**src/rtl/axi_bram_log_reader_if.sv**
```systemverilog
// Generic BRAM port bundle: the master drives clock, reset, enable, address and
// write controls; the slave (memory) returns read data one cycle after En_S.
interface BramPort #(
    parameter int DATA_WIDTH = 32,
    parameter int ADDR_WIDTH = 32
) ();
    logic                    Clk_C;
    logic                    Rst_R;
    logic                    En_S;
    logic [ADDR_WIDTH-1:0]   Addr_S;
    logic [DATA_WIDTH-1:0]   Rd_D;
    logic [DATA_WIDTH-1:0]   Wr_D;
    logic [DATA_WIDTH/8-1:0] WrEn_S;

    modport Master (
        output Clk_C, Rst_R, En_S, Addr_S, Wr_D, WrEn_S,
        input  Rd_D
    );

    modport Slave (
        input  Clk_C, Rst_R, En_S, Addr_S, Wr_D, WrEn_S,
        output Rd_D
    );
endinterface

```
**src/rtl/axi_bram_log_reader.sv**
```systemverilog
// Drains AXI address-log entries from BRAM port B into a decoded, flow-controlled stream.
// Optional build macro AXI_BRAM_LOG_READER_TS_DELTA_EN: emit timestamp deltas instead of absolute values.
module axi_bram_log_reader #(
    parameter int AXI_ADDR_BITW     = 32,
    parameter int AXI_ID_BITW       = 8,
    parameter int AXI_LEN_BITW      = 8,
    parameter int TIMESTAMP_BITW    = 32,
    parameter int LOGGING_DATA_BITW = 96,
    parameter int NUM_SER_BRAMS     = 12,
    localparam int CAP              = 1024 * NUM_SER_BRAMS,
    localparam int CNT_W            = $clog2(CAP) + 1
) (
    input  logic                      Clk_CI,
    input  logic                      Rst_RBI,
    input  logic                      Start_SI,
    input  logic                      Abort_SI,
    input  logic [CNT_W-1:0]          NumEntries_DI,
    BramPort.Master                   Bram_PM,
    output logic                      Valid_SO,
    input  logic                      Ready_SI,
    output logic [TIMESTAMP_BITW-1:0] Timestamp_DO,
    output logic [AXI_ADDR_BITW-1:0]  Addr_DO,
    output logic [AXI_ID_BITW-1:0]    Id_DO,
    output logic [AXI_LEN_BITW-1:0]   Len_DO,
    output logic                      Last_SO,
    output logic                      Busy_SO,
    output logic                      Done_SO
);

    localparam int BRAM_ADDR_W = 32;
    localparam int ID_LSB      = 64;
    localparam int LEN_LSB     = ID_LSB + AXI_ID_BITW;
    localparam int FIELD_TOP   = LEN_LSB + AXI_LEN_BITW;

    typedef enum logic [1:0] {
        ST_IDLE,
        ST_READ,
        ST_DRAIN,
        ST_DONE
    } state_t;

    state_t state, state_nxt;

    logic [CNT_W-1:0]             num_entries;
    logic [CNT_W-1:0]             rd_idx;
    logic [CNT_W-1:0]             num_clamped;
    logic                         rd_vld_p1;
    logic                         rd_last_p1;
    logic [1:0]                   fifo_cnt;
    logic [1:0]                   wr_ptr;
    logic [1:0]                   rd_ptr;
    logic [LOGGING_DATA_BITW-1:0] fifo_data [3];
    logic [2:0]                   fifo_last;
    logic [LOGGING_DATA_BITW-1:0] head;
    logic [TIMESTAMP_BITW-1:0]    head_ts;
    logic [TIMESTAMP_BITW-1:0]    ts_out;
    logic                         fifo_empty;
    logic                         issue;
    logic                         issue_last;
    logic                         push;
    logic                         pop;
    logic                         start_acc;
    logic                         abort_acc;
    logic                         unused_bits;

    function automatic logic [1:0] ptr_inc(input logic [1:0] p);
        return (p == 2'd2) ? 2'd0 : p + 2'd1;
    endfunction

    assign num_clamped = (NumEntries_DI > CNT_W'(CAP)) ? CNT_W'(CAP) : NumEntries_DI;
    assign start_acc   = (state == ST_IDLE) && Start_SI;
    assign abort_acc   = ((state == ST_READ) || (state == ST_DRAIN)) && Abort_SI;
    assign fifo_empty  = (fifo_cnt == 2'd0);
    assign push        = rd_vld_p1;
    assign pop         = !fifo_empty && Ready_SI;

    // Issue decision sees only registered occupancy and in-flight counts, so the
    // read side never depends combinationally on the consumer's Ready.
    assign issue      = (state == ST_READ) && !Abort_SI && (rd_idx < num_entries) &&
                        (({1'b0, fifo_cnt} + {2'b00, rd_vld_p1}) < 3'd3);
    assign issue_last = (rd_idx == (num_entries - CNT_W'(1)));

    always_comb begin
        state_nxt = state;
        Busy_SO   = (state != ST_IDLE);
        Done_SO   = 1'b0;
        case (state)
            ST_IDLE: begin
                if (Start_SI) state_nxt = ST_READ;
            end
            ST_READ: begin
                if (Abort_SI)                     state_nxt = ST_IDLE;
                else if (num_entries == '0)       state_nxt = ST_DONE;
                else if (issue && issue_last)     state_nxt = ST_DRAIN;
            end
            ST_DRAIN: begin
                // Leave as soon as the final entry is being handshaken this cycle.
                if (Abort_SI) state_nxt = ST_IDLE;
                else if (!rd_vld_p1 && (fifo_empty || ((fifo_cnt == 2'd1) && pop)))
                    state_nxt = ST_DONE;
            end
            ST_DONE: begin
                Done_SO   = 1'b1;
                state_nxt = ST_IDLE;
            end
            default: state_nxt = ST_IDLE;
        endcase
    end

    always_ff @(posedge Clk_CI or negedge Rst_RBI) begin
        if (!Rst_RBI) begin
            state       <= ST_IDLE;
            num_entries <= '0;
            rd_idx      <= '0;
            rd_vld_p1   <= 1'b0;
            rd_last_p1  <= 1'b0;
            fifo_cnt    <= 2'd0;
            wr_ptr      <= 2'd0;
            rd_ptr      <= 2'd0;
        end else begin
            state     <= state_nxt;
            rd_vld_p1 <= issue;
            if (issue) begin
                rd_last_p1 <= issue_last;
                rd_idx     <= rd_idx + CNT_W'(1);
            end
            if (start_acc) begin
                num_entries <= num_clamped;
                rd_idx      <= '0;
            end
            // Abort drops buffered entries and the read still in flight.
            if (abort_acc) begin
                fifo_cnt  <= 2'd0;
                wr_ptr    <= 2'd0;
                rd_ptr    <= 2'd0;
                rd_vld_p1 <= 1'b0;
            end else begin
                if (push) wr_ptr <= ptr_inc(wr_ptr);
                if (pop)  rd_ptr <= ptr_inc(rd_ptr);
                case ({push, pop})
                    2'b10:   fifo_cnt <= fifo_cnt + 2'd1;
                    2'b01:   fifo_cnt <= fifo_cnt - 2'd1;
                    default: fifo_cnt <= fifo_cnt;
                endcase
            end
        end
    end

    // BRAM read data lands in the buffer one cycle after the enable
    always_ff @(posedge Clk_CI) begin
        if (push) begin
            fifo_data[wr_ptr] <= Bram_PM.Rd_D;
            fifo_last[wr_ptr] <= rd_last_p1;
        end
    end

    assign head    = fifo_data[rd_ptr];
    assign head_ts = head[TIMESTAMP_BITW-1:0];

`ifdef AXI_BRAM_LOG_READER_TS_DELTA_EN
    logic                      have_prev;
    logic [TIMESTAMP_BITW-1:0] prev_ts;

    always_ff @(posedge Clk_CI or negedge Rst_RBI) begin
        if (!Rst_RBI)                    have_prev <= 1'b0;
        else if (start_acc || abort_acc) have_prev <= 1'b0;
        else if (pop)                    have_prev <= 1'b1;
    end

    always_ff @(posedge Clk_CI) begin
        if (pop) prev_ts <= head_ts;
    end

    assign ts_out = have_prev ? (head_ts - prev_ts) : head_ts;
`else
    assign ts_out = head_ts;
`endif

    // Data outputs are masked to zero while empty so storage needs no reset.
    assign Valid_SO     = !fifo_empty;
    assign Timestamp_DO = Valid_SO ? ts_out : '0;
    assign Addr_DO      = Valid_SO ? head[32 +: AXI_ADDR_BITW] : '0;
    assign Id_DO        = Valid_SO ? head[ID_LSB +: AXI_ID_BITW] : '0;
    assign Len_DO       = Valid_SO ? head[LEN_LSB +: AXI_LEN_BITW] : '0;
    assign Last_SO      = Valid_SO && fifo_last[rd_ptr];
    assign unused_bits  = ^head[LOGGING_DATA_BITW-1:FIELD_TOP];

    assign Bram_PM.Clk_C  = Clk_CI;
    assign Bram_PM.Rst_R  = ~Rst_RBI;
    assign Bram_PM.En_S   = issue;
    assign Bram_PM.Addr_S = issue ? BRAM_ADDR_W'({rd_idx, 2'b00}) : '0;
    assign Bram_PM.WrEn_S = '0;
    assign Bram_PM.Wr_D   = '0;

endmodule

```
**src/flat_wrapper.sv**
```systemverilog
// flat-port wrapper written by rule: the top's interface ports become plain ports
module axi_bram_log_reader_flat 
#(
    parameter int AXI_ADDR_BITW     = 32,
    parameter int AXI_ID_BITW       = 8,
    parameter int AXI_LEN_BITW      = 8,
    parameter int TIMESTAMP_BITW    = 32,
    parameter int LOGGING_DATA_BITW = 96,
    parameter int NUM_SER_BRAMS     = 12,
    localparam int CAP              = 1024 * NUM_SER_BRAMS,
    localparam int CNT_W            = $clog2(CAP) + 1
)
  (Clk_CI, Rst_RBI, Start_SI, Abort_SI, NumEntries_DI, Valid_SO, Ready_SI, Timestamp_DO, Addr_DO, Id_DO, Len_DO, Last_SO, Busy_SO, Done_SO, Bram_PM_Clk_C, Bram_PM_Rst_R, Bram_PM_En_S, Bram_PM_Addr_S, Bram_PM_Wr_D, Bram_PM_WrEn_S, Bram_PM_Rd_D);
  BramPort #(.DATA_WIDTH(96), .ADDR_WIDTH(32)) Bram_PM_i ();
  input  logic Clk_CI;
  input  logic Rst_RBI;
  input  logic Start_SI;
  input  logic Abort_SI;
  input  logic [CNT_W-1:0] NumEntries_DI;
  output logic Valid_SO;
  input  logic Ready_SI;
  output logic [TIMESTAMP_BITW-1:0] Timestamp_DO;
  output logic [AXI_ADDR_BITW-1:0] Addr_DO;
  output logic [AXI_ID_BITW-1:0] Id_DO;
  output logic [AXI_LEN_BITW-1:0] Len_DO;
  output logic Last_SO;
  output logic Busy_SO;
  output logic Done_SO;
  output wire logic [$bits(Bram_PM_i.Clk_C)-1:0] Bram_PM_Clk_C;
  output wire logic [$bits(Bram_PM_i.Rst_R)-1:0] Bram_PM_Rst_R;
  output wire logic [$bits(Bram_PM_i.En_S)-1:0] Bram_PM_En_S;
  output wire logic [$bits(Bram_PM_i.Addr_S)-1:0] Bram_PM_Addr_S;
  output wire logic [$bits(Bram_PM_i.Wr_D)-1:0] Bram_PM_Wr_D;
  output wire logic [$bits(Bram_PM_i.WrEn_S)-1:0] Bram_PM_WrEn_S;
  input wire logic [$bits(Bram_PM_i.Rd_D)-1:0] Bram_PM_Rd_D;
  assign Bram_PM_Clk_C = Bram_PM_i.Clk_C;
  assign Bram_PM_Rst_R = Bram_PM_i.Rst_R;
  assign Bram_PM_En_S = Bram_PM_i.En_S;
  assign Bram_PM_Addr_S = Bram_PM_i.Addr_S;
  assign Bram_PM_Wr_D = Bram_PM_i.Wr_D;
  assign Bram_PM_WrEn_S = Bram_PM_i.WrEn_S;
  assign Bram_PM_i.Rd_D = Bram_PM_Rd_D;
  axi_bram_log_reader #(.AXI_ADDR_BITW(AXI_ADDR_BITW), .AXI_ID_BITW(AXI_ID_BITW), .AXI_LEN_BITW(AXI_LEN_BITW), .TIMESTAMP_BITW(TIMESTAMP_BITW), .LOGGING_DATA_BITW(LOGGING_DATA_BITW), .NUM_SER_BRAMS(NUM_SER_BRAMS)) u_core (.Clk_CI(Clk_CI), .Rst_RBI(Rst_RBI), .Start_SI(Start_SI), .Abort_SI(Abort_SI), .NumEntries_DI(NumEntries_DI), .Bram_PM(Bram_PM_i), .Valid_SO(Valid_SO), .Ready_SI(Ready_SI), .Timestamp_DO(Timestamp_DO), .Addr_DO(Addr_DO), .Id_DO(Id_DO), .Len_DO(Len_DO), .Last_SO(Last_SO), .Busy_SO(Busy_SO), .Done_SO(Done_SO));
endmodule
```
**config.mk**
```make
export PLATFORM = sky130hd
export DESIGN_NAME = axi_bram_log_reader_flat
export DESIGN_NICKNAME = d
export VERILOG_FILES = /design/src/rtl/axi_bram_log_reader_if.sv /design/src/rtl/axi_bram_log_reader.sv /design/src/flat_wrapper.sv
export SDC_FILE = /design/constraint.sdc
export NUM_CORES = 1
export LEC_CHECK = 0
export BUFFER_PORTS_ARGS = -buffer_cell sky130_fd_sc_hd__buf_4
export CORE_AREA = 2 2 208 189
export DETAILED_ROUTE_END_ITERATION = 10
export DIE_AREA = 0 0 210 191
export GPL_ROUTABILITY_DRIVEN = 0
export PLACE_DENSITY = 0.65
export SYNTH_ARGS = -nofsm -noshare
export SYNTH_HDL_FRONTEND = slang
export SYNTH_SLANG_ARGS = --single-unit
```
**constraint.sdc**
```tcl
create_clock -name Clk_CI -period 7.9 [get_ports Clk_CI]
set_input_delay 1.975 -clock Clk_CI [delete_from_list [all_inputs] [get_ports Clk_CI]]
set_output_delay 1.975 -clock Clk_CI [all_outputs]
set_load 0.05 [all_outputs]
```
# After elaboration in Yosys (flattened, before gate mapping)
# Memory sizes are Yosys's and may differ from the RTL's.
# Index checks and enable logic that the tools add are counted.
dict set report classes {
  n_addsub 7
  magnitude_cmp 6
  eq_ne 12
  muxes 32
  bitwise_logic 1
  reduce_logical 25
}
# operator count
set op_table {}
lappend op_table {{two-way mux 32 bit} 2}
lappend op_table {{two-way mux 15 bit} 3}
lappend op_table {{two-way mux 2 bit} 13}
lappend op_table {{two-way mux 17 bit} 1}
lappend op_table {{two-way mux 8 bit} 2}
lappend op_table {{adder 15 x 1 -> 15 bit, second input constant} 1}
lappend op_table {{== test 15 bit} 1}
lappend op_table {{greater-than comparator 15 x 14 -> 1 bit, second input constant} 1}
lappend op_table {{logical NOT 15 bit} 1}
lappend op_table {{< comparator 15 bit} 1}
lappend op_table {{subtractor 15 x 1 -> 15 bit, second input constant} 1}
lappend op_table {{logical AND 1 bit} 11}
lappend op_table {{== test 2 bit, second input constant} 5}
lappend op_table {{one-hot mux 2 bit (4 select lines)} 1}
lappend op_table {{nonzero test 2 bit} 4}
lappend op_table {{adder 2 x 1 -> 2 bit, second input constant} 3}
lappend op_table {{== test 2 x 1 -> 1 bit, second input constant} 3}
lappend op_table {{< comparator 2 x 3 -> 1 bit, second input constant} 2}
lappend op_table {{two-way mux 1 bit} 6}
lappend op_table {{logical NOT 2 bit} 2}
lappend op_table {{inequality test 4 bit, second input constant} 1}
lappend op_table {{one-hot mux 2 bit (2 select lines)} 1}
lappend op_table {{adder 2 x 1 -> 3 bit} 1}
lappend op_table {{bitwise mux 3 bit} 1}
lappend op_table {{other kinds (12)} 15}
dict set report totals {
  ff_bits 43
  ram_bits 288
  inputBits 116
  output_inout_bits 227
  word_cells 93
  n_memories 1
}
# name words width read_ports rd_clocked_by_memory_dff write_ports line
set mem_list {}
lappend mem_list {u_core.fifo_data 3 96 1 0 1 axi_bram_log_reader.sv:52} ;# logic [LOGGING_DATA_BITW-1:0] fifo_data [3];

# Depth between registers and ports, before layout
# Gate-level depths: netlist of the first run.
dict set report logic_depth {
  ltp_word 9
  ltp_mapped 10
  mapped_depth_nobuf 9
}

==> results.yml, run 1 <==
run_status:
  status: "completed"
synth:
  netlist_top_cells_count: "edfxtp_1, nor2_1, buf_4"
  synth_top_area_share_pct: 55.6
  avgSynthCellArea_um2: 12.2
  synth_area_um2: 13100
  ys_seq_area_share_pct: 63.3
  yosys_warnings: 0
  yosysTopAreaCell: "edfxtp_1"
  synth_ff_type: "edfxtp_1"
  yosys-top-cells-area: "edfxtp_1, dfrtp_1, buf_4, mux2i_1, nor2_1"
  synth.ff_latch_count: 283
  yosysMostFrequentCell: "edfxtp_1"
  synth_edf_count: 243
  ys_types: 49
  synth-async-reset-ratio_pct: 14.1
  synthCells: 1071
clock_tree:
  postCtsSetupBuffers: 0
  postCtsResizedCells: 0
  cts.clk_slew.worst_paths_ps: 60
  clk-insertion-delay-late_ps: 640
  cts_tree: "built"
  cts_hold_buf: 0
place:
  portBuffers: 201
  dpl.hpwl_um: 17700
  pre_cts_ws_ps: 1810
worst_setup_path:
  cp_common_cell: "clkbuf_16"
  ff2ff_setup_slack_ps: 4470
  cp_max_fo: 2
  rr_endpoint: "u_core.state[0]$_DFFE_PN0P_"
  reg2reg_depth: 9
  required_ps: 5930
  endpoint_kind: "output pin"
  r2r-start: "u_core.num_entries[4]$_DFFE_PN0P_"
  crit_chain: "clkbuf_16, clkbuf_16, buf_4"
  slowest_delay_ps: 180
  slowest_stage: "buf_4"
  worst_ep_arrival_time_ps: 4370
  worstSetupPathType: "clock port to output pin"
  critPathLaunchType: "clock port"
cells_and_area:
  drive_gt1_share_pct: 20.7
  num_antenna_cells: 0
  final_nets: 1413
  syn2layout_area_growth_pct: 20.5
routing:
  via_count: 8261
  viasPerCell: 4.63
  totalWireLength_um: 28900
  firstDrtPassIters: 4
  drtIter0Drc: 362
  drc: 0
  wl_per_cell_um: 16.2
  ant_nets: 0
min_path:
  min_from: "u_core.rd_last_p1$_DFFE_PN0N_"
  hold_class: "register to register"
  holdPathEnd: "u_core.fifo_last[0]$_DFFE_PP_"
  holdPathStages: 0
pwr:
  leakage_nw: 6.40
  power.switching_mw: 3.21
  clkPwrFrac_pct: 22.7
  seqPwrFrac_pct: 30.3
  pwr-share-comb_pct: 47.1
  powerDensity_nw_per_um2: 447
  swShare_pct: 45.4
  ir_worst_vdd_v: 0.000336
  p_int_mw: 3.85
sta:
  finalMaxSlewViolations: 0
  setup_violations: 0
  fin_setup_tns_ps: 0
  hold_viol_final: 0
  skew_ps: 11.9
  tightest_slew_ps: 1110
  grt_setup_unrepaired: "no"
  worst_slack_ps: 1550
  slew_headroom_pct: 26.0
die:
  die_height_um: 191
  io_pins: 343
  dieArea_um2: 40100
  die_w_um: 210
  core.rowCount: 68
  coreArea_um2: 38000
  initial_core_util_pct: 34.5
grt:
  grt_usage_pct: 14.3
  grt_pass1_wl_um: 43800
  grt_pass1_vias: 8032
  antenna_found_initial: 0
  grt_max_degree: 89
  grt_overflow: 0
job:
  max_cap_viol_count: 0
[worst max path at each step]
| stage | startpoint | end | slack [ps] | cells past startpoint |
|---|---|---|---|---|
| floorplan | u_core.push$_DFF_PN0_ | u_core.fifo_data[2][0]$_DFFE_PP_ | 910 | 2 |
| global placement | Clk_CI | Bram_PM_Clk_C | 1810 | 1 |
| finish | Clk_CI | Bram_PM_Clk_C | 1550 | 3 |
| CTS | Clk_CI | Bram_PM_Clk_C | 1550 | 3 |
| detailed placement | Clk_CI | Bram_PM_Clk_C | 1810 | 1 |
| global route | Clk_CI | Bram_PM_Clk_C | 1550 | 3 |
[power groups by stage]
stage | clock [mW] | sequential, mW | combinational (mW)
6_report | 1.60 | 2.14 | 3.33
5_1_grt | 1.72 | 2.17 | 3.57
4_1_cts | 1.66 | 2.14 | 3.36
3_5_place_dp | 0.0273 | 2.17 | 3.35
3_3_place_gp | 0.0273 | 2.16 | 3.33
2_1_floorplan | 0.0273 | 2.07 | 2.56
[placed cells by master, fill, tap and decap left out, types with 2 or more instances in the layout]
cell type,count
nor2b_1,2
clkinv_1,4
xor2_1,25
and2_1,4
inv_6,2
o21ai_0,25
nor2_1,194
dfrtp_4,2
nand3b_1,2
a22oi_1,2
dfrtp_1,38
mux2i_1,83
o21bai_1,2
nand2_1,34
clkbuf_16,37
nand3_1,10
buf_4,211
bufinv_16,3
clkinv_2,2
o211ai_1,3
edfxtp_1,243
inv_1,27
xnor2_1,8
nor3_1,8
nand4_1,7
or4_1,2
a211oi_1,2
and3_1,18
clkbuf_1,14
a21oi_1,95
a31oi_1,3
nor4_1,7
conb_1,125
ha_1,27
[critical path: cells and delay by family]
| family | cells | cell delay, ps |
|---|---|---|
| buffers and inverters | 3 | 430 |
[cells by family after synthesis]
logic type | Yosys count | synth area share (%)
xor+xnor | 33 | 2.20
fa+ha+maj | 28 | 2.67
other cells | 1 | 0.0286
compound gates | 141 | 6.08
simple gates | 299 | 9.94
flops | 283 | 63.3
mux | 83 | 6.33
buf+inv | 203 | 9.49
[flip-flops by register name, summed over array words and instances (netlist names), 2 cells and up]
name,count
u_core.fifo_last,3
u_core.wr_ptr,2
u_core.rd_idx,15
u_core.state,2
u_core.num_entries,15
u_core.fifo_cnt,2
u_core.rd_ptr,2
u_core.fifo_data,240
[cell type report]
type	count	area (µm²)
fillers	3559	22200
flip-flops and latches	283	8310
multi-input cells	709	4070
repair buffers	210	1580
clock buffers	52	986
well taps	490	613
clock inverters	13	156
inverters	27	101
[per-stage QoR]
| stage | total power, mW | instance area (µm²) | util [%] | cells | hold slack [ps] |
|---|---|---|---|---|---|
| after global placement | 5.52 | 14700 | 38.6 | 1720 | 517 |
| after detailed placement | 5.55 | 14700 | 38.6 | 1720 | 524 |
| final | 7.06 | 15800 | 41.6 | 1784 | 520 |
| after global routing | 7.46 | 15800 | 41.6 | 1784 | 527 |
| after floorplan | 4.65 | 13600 | - | 1195 | 460 |
| after CTS | 7.16 | 15800 | 41.6 | 1784 | 522 |
[routing by layer]
layer  global-route usage [%]  part of all wire, %  up-vias  wire length, µm
met5                        0                    0        -                0
met4                     5.35                  2.7        0              784
met3                     4.40                  6.2       56             1780
met2                     23.5                   48      288            13800
met1                     17.6                   43     3980            12600
li1                         -                    -     3937                -
(Power assumes the default switching activity.)
==> run 2, diff against run 1 <==
==> constraint.sdc (replaced) <==
create_clock -name Clk_CI -period 6.5 [get_ports Clk_CI]
set_input_delay 1.625 -clock Clk_CI [delete_from_list [all_inputs] [get_ports Clk_CI]]
set_output_delay 1.625 -clock Clk_CI [all_outputs]
set_load 0.05 [all_outputs]
==> run 2 against run 1 <==
Critical path depth is the same. Die area is the same. Setup slack lost 350 ps. Power grew 17%. Final cell count shrank 0.45%. Hold slack gained 38 ps. Global-route usage shrank 0.52 points. Largest cell class unchanged.
==> results.yml, run 2 (synthesized netlist as in run 1, its figures left out) <==
routing:
  ant_nets: 0
  drc: 0
  viasPerCell: 4.61
  via_count: 8190
  wl_per_cell_um: 15.8
  firstDrtPassIters: 5
  drtIter0Drc: 382
  totalWireLength_um: 28100
cells_and_area:
  syn2layout_area_growth_pct: 19.2
  top_register: "u_core.fifo_data"
  layoutNonFillerInstCount: 1776
  final_util_pct: 41.1
  num_antenna_cells: 0
  final_cell_mix: "edfxtp_1, buf_4, nor2_1, conb_1, a21oi_1"
  largest_reg_flops: 240
  final_common_cell: "edfxtp_1"
  drive_gt1_share_pct: 20.4
  final_nets: 1411
  fillers: 3581
  top_regs: "u_core.fifo_data x240, u_core.num_entries x15, u_core.rd_idx x15"
die:
  dieArea_um2: 40100
  die_w_um: 210
  io_pins: 343
  initial_core_util_pct: 34.5
  core.rowCount: 68
  coreArea_um2: 38000
  die_height_um: 191
clock_tree:
  clk-insertion-delay-late_ps: 680
  cts_tree: "built"
  cts_hold_buf: 0
  postCtsSetupBuffers: 0
  postCtsResizedCells: 0
  cts.clk_slew.worst_paths_ps: 60
min_path:
  holdPathEnd: "u_core.fifo_last[2]$_DFFE_PP_"
  hold_class: "register to register"
  holdPathStages: 0
  min_from: "u_core.rd_last_p1$_DFFE_PN0N_"
sta:
  fin_setup_tns_ps: 0
  grt_setup_unrepaired: "no"
  finalMaxSlewViolations: 0
  hold_slack_ps: 558
  tightest_slew_ps: 1140
  setup_violations: 0
  min_period_over_period_pct: 81.6
  hold_viol_final: 0
  skew_ps: 23.9
  slew_headroom_pct: 24.1
  fmax_mhz: 189
  min_period_ps: 5300
grt:
  antenna_found_initial: 0
  grt_overflow: 0
  grt_max_degree: 82
  grt_pass1_wl_um: 43100
  grt_pass1_vias: 7929
  grt_usage_pct: 13.7
worst_setup_path:
  required_ps: 4880
  worstSetupPathType: "clock port to output pin"
  worst_ep_arrival_time_ps: 3680
  slowest_stage: "buf_4"
  ff2ff_setup_slack_ps: 3040
  cp_max_fo: 2
  critPathLaunchType: "clock port"
  rr_endpoint: "u_core.state[1]$_DFFE_PN0P_"
  reg2reg_depth: 8
  crit_chain: "clkbuf_16, clkbuf_16, buf_4"
  slowest_delay_ps: 180
  r2r-start: "u_core.rd_idx[4]$_DFFE_PN0P_"
  cp_common_cell: "clkbuf_16"
  endpoint_kind: "output pin"
pwr:
  ir_worst_vdd_v: 0.000501
  leakage_nw: 6.32
  post-layout-total-power_mw: 8.29
  powerDensity_nw_per_um2: 530
place:
  dpl.hpwl_um: 18000
  dpl.cell_count: 1722
  portBuffers: 201
job:
  max_cap_viol_count: 0
run_status:
  status: "completed"
==> run 2: changes by cell type in the layout (fill, tap and decap cells not counted), moves of 2 or more <==
cell       delta
clkbuf_1      -6
clkinv_1      +4
inv_6         -2
bufinv_16     -3
clkbuf_16     -4
==> run 2: worst max-delay path by stage <==
stage | startpoint | end | slack, ps | depth (start not counted)
floorplan | Abort_SI | Bram_PM_Addr_S[2] | 1300 | 7
global placement | Clk_CI | Bram_PM_Clk_C | 1460 | 1
detailed placement | Clk_CI | Bram_PM_Clk_C | 1460 | 1
CTS | u_core.rd_idx[4]$_DFFE_PN0P_ | Bram_PM_Addr_S[2] | 1150 | 8
global route | u_core.num_entries[4]$_DFFE_PN0P_ | Bram_PM_Addr_S[2] | 940 | 9
finish | Clk_CI | Bram_PM_Clk_C | 1200 | 3
==> run 2: power by group <==
| part | switching (mW) | leakage [nW] | total [mW] | internal, mW |
|---|---|---|---|---|
| Clock | 0.696 | 0.452 | 1.62 | 0.925 |
| Combinational | 2.85 | 3.13 | 4.05 | 1.20 |
| Sequential | 0.293 | 2.74 | 2.63 | 2.33 |
==> run 2: layer usage <==
metal,global-route usage [%],share of wire [%],vias to the layer above
li1,-,-,3931
met1,17.8,44,3910
met2,23.1,48,299
met3,2.86,5.8,50
met4,4.45,2.6,0
met5,0,0,-
==> run 2: critical path, delay by kind of cell <==
kind,cells,cell delay (ps)
buffers and inverters,3,430
==> run 2: area by class of cell <==
cell class	instances	area [µm²]	area share, %
clock buffer	42	863	5.52
tap	490	613	3.92
timing repair buffer	212	1600	10.3
inverter	27	101	0.648
multi-input combinational	709	4080	26.1
clock inverter	13	72.6	0.464
sequential	283	8310	53.1
==> run 2: through the flow <==
stage / worst slack (ps) / cell area, µm²
2_1_floorplan: 1300 / 13600
3_3_place_gp: 1460 / 14700
3_5_place_dp: 1460 / 14700
4_1_cts: 1150 / 15600
5_1_grt: 939 / 15600
6_report: 1200 / 15600
==> run 3, diff against run 2 <==
==> constraint.sdc (replaced) <==
create_clock -name Clk_CI -period 4.9 [get_ports Clk_CI]
set_input_delay 1.225 -clock Clk_CI [delete_from_list [all_inputs] [get_ports Clk_CI]]
set_output_delay 1.225 -clock Clk_CI [all_outputs]
set_load 0.05 [all_outputs]
==> run 3 against run 2 <==
Largest cell class unchanged. Clock power up 41%. Sequential share of layout area down 0.45 points. Register-to-register slack worse by 1100 ps. Critical path type is now register to output pin. Non-clock buffer count up 6. Power up 35%. Setup slack worse by 590 ps.
==> results.yml, run 3 (synthesized netlist as in run 1, its figures left out) <==
sta:
  fin_setup_tns_ps: 0
  worst_slack_ps: 612
  setup_violations: 0
  hold_viol_final: 0
  grt_setup_unrepaired: "no"
  tightest_slew_ps: 1100
  min_period_over_period_pct: 87.5
  skew_ps: 16.3
  finalMaxSlewViolations: 0
  slew_headroom_pct: 26.5
  fmax_mhz: 233
  hold_slack_ps: 535
  min_period_ps: 4290
die:
  initial_core_util_pct: 34.5
  die_w_um: 210
  io_pins: 343
  dieArea_um2: 40100
  die_height_um: 191
  coreArea_um2: 38000
  core.rowCount: 68
worst_setup_path:
  slowest_stage: "dfrtp_1"
  path_buf_inv: 3
  worst_ep_arrival_time_ps: 3060
  slowest_delay_ps: 470
  worstSetupPathType: "register to output pin"
  cp_max_fo: 7
  critPathTopFamily: "simple AND/OR/NAND/NOR gates"
  critPathLaunchType: "register"
  endpoint_kind: "output pin"
  crit_chain: "inv_1, ha_1, a211oi_1, nor2_1, o311ai_2, and2_1, inv_1, nor2_1, buf_4"
  required_ps: 3670
pwr:
  seqPwrFrac_pct: 31.0
  leakage_nw: 6.40
  ir_worst_vdd_v: 0.000516
  swShare_pct: 46.0
  pwr-share-comb_pct: 48.5
  post-layout-total-power_mw: 11.2
  power.switching_mw: 5.13
  powerDensity_nw_per_um2: 707
  p_int_mw: 6.03
  clkPwrFrac_pct: 20.6
grt:
  grt_overflow: 0
  grt_usage_pct: 13.9
  grt_pass1_vias: 8012
  antenna_found_initial: 1
  grt_max_degree: 88
  grt_pass1_wl_um: 43500
cells_and_area:
  largest_reg_flops: 240
  top_regs: "u_core.fifo_data x240, u_core.num_entries x15, u_core.rd_idx x15"
  top_register: "u_core.fifo_data"
  syn2layout_area_growth_pct: 20.3
  final_util_pct: 41.5
  final_common_cell: "edfxtp_1"
  final_cell_mix: "edfxtp_1, buf_4, nor2_1, conb_1, a21oi_1"
  final_nets: 1418
  drive_gt1_share_pct: 21.2
place:
  pre_cts_ws_ps: 865
  portBuffers: 201
  dpl.hpwl_um: 18300
routing:
  firstDrtPassIters: 4
  ant_nets: 0
  drc: 0
  totalWireLength_um: 28500
  wl_per_cell_um: 15.9
  via_count: 8228
  viasPerCell: 4.60
  drtIter0Drc: 379
clock_tree:
  clk-insertion-delay-late_ps: 670
  cts_hold_buf: 0
  cts_tree: "built"
  postCtsSetupBuffers: 0
  cts.clk_slew.worst_paths_ps: 60
  postCtsResizedCells: 0
run_status:
  status: "completed"
min_path:
  hold_class: "input port to async pin"
job:
  max_cap_viol_count: 0
run 3: metal layers:
layer / track usage (%) / routed length [µm] / vias up
met2: 24.2 / 14100 / 260
met1: 17.1 / 12000 / 3968
met4: 4.66 / 833 / 0
met3: 3.07 / 1590 / 52
li1: - / - / 3948
met5: 0 / 0 / -
run 3: final cells by class:
cell class | count | area [µm²]
clock buffer | 40 | 877
multi-input combinational | 709 | 4080
fill | 3577 | 22300
sequential | 283 | 8310
inverter | 27 | 101
antenna | 1 | 2.50
timing repair buffer | 218 | 1660
tap | 490 | 613
clock inverter | 20 | 133
run 3: worst paths after layout:
| check | startpoint | to | slack [ps] | cells after the start |
|---|---|---|---|---|
| worst max-delay path | u_core.num_entries[4]$_DFFE_PN0P_ | Bram_PM_Addr_S[2] | 610 | 9 |
| worst min-delay path | Rst_RBI | u_core.num_entries[2]$_DFFE_PN0P_ | 530 | 1 |
| worst max register to register | u_core.num_entries[1]$_DFFE_PN0P_ | u_core.state[1]$_DFFE_PN0P_ | 1950 | 9 |
| worst min register to register | u_core.rd_last_p1$_DFFE_PN0N_ | u_core.fifo_last[0]$_DFFE_PP_ | 550 | 0 |
| max in group asynchronous | Rst_RBI | u_core.rd_ptr[0]$_DFFE_PN0P_ | 3940 | 1 |
| min in group Clk_CI | u_core.rd_last_p1$_DFFE_PN0N_ | u_core.fifo_last[0]$_DFFE_PP_ | 550 | 0 |
run 3: worst register-to-register path, delay by kind of cell, from the launching register on:
family                     cells  cell delay (ps)
and+or+nand+nor                3             1070
AOI/OAI and AO/OA              2              560
DFF                            1              400
adders and majority gates      1              280
muxes                          1              250
xor gates and xnor gates       1              160
buffers and inverters          1              130
run 3: through the flow:
step           instances  area (µm²)
3_5_place_dp        1728       14800
6_report            1788       15800
3_3_place_gp        1728       14800
5_1_grt             1787       15800
2_1_floorplan       1195       13600
4_1_cts             1787       15800
run 3: power groups by stage:
stage	clock [mW]	sequential [mW]	combinational (mW)
2_1_floorplan	0.0440	3.31	4.13
4_1_cts	2.37	3.47	5.47
3_3_place_gp	0.0440	3.49	5.42
5_1_grt	2.46	3.52	5.82
3_5_place_dp	0.0440	3.51	5.45
6_report	2.29	3.46	5.41
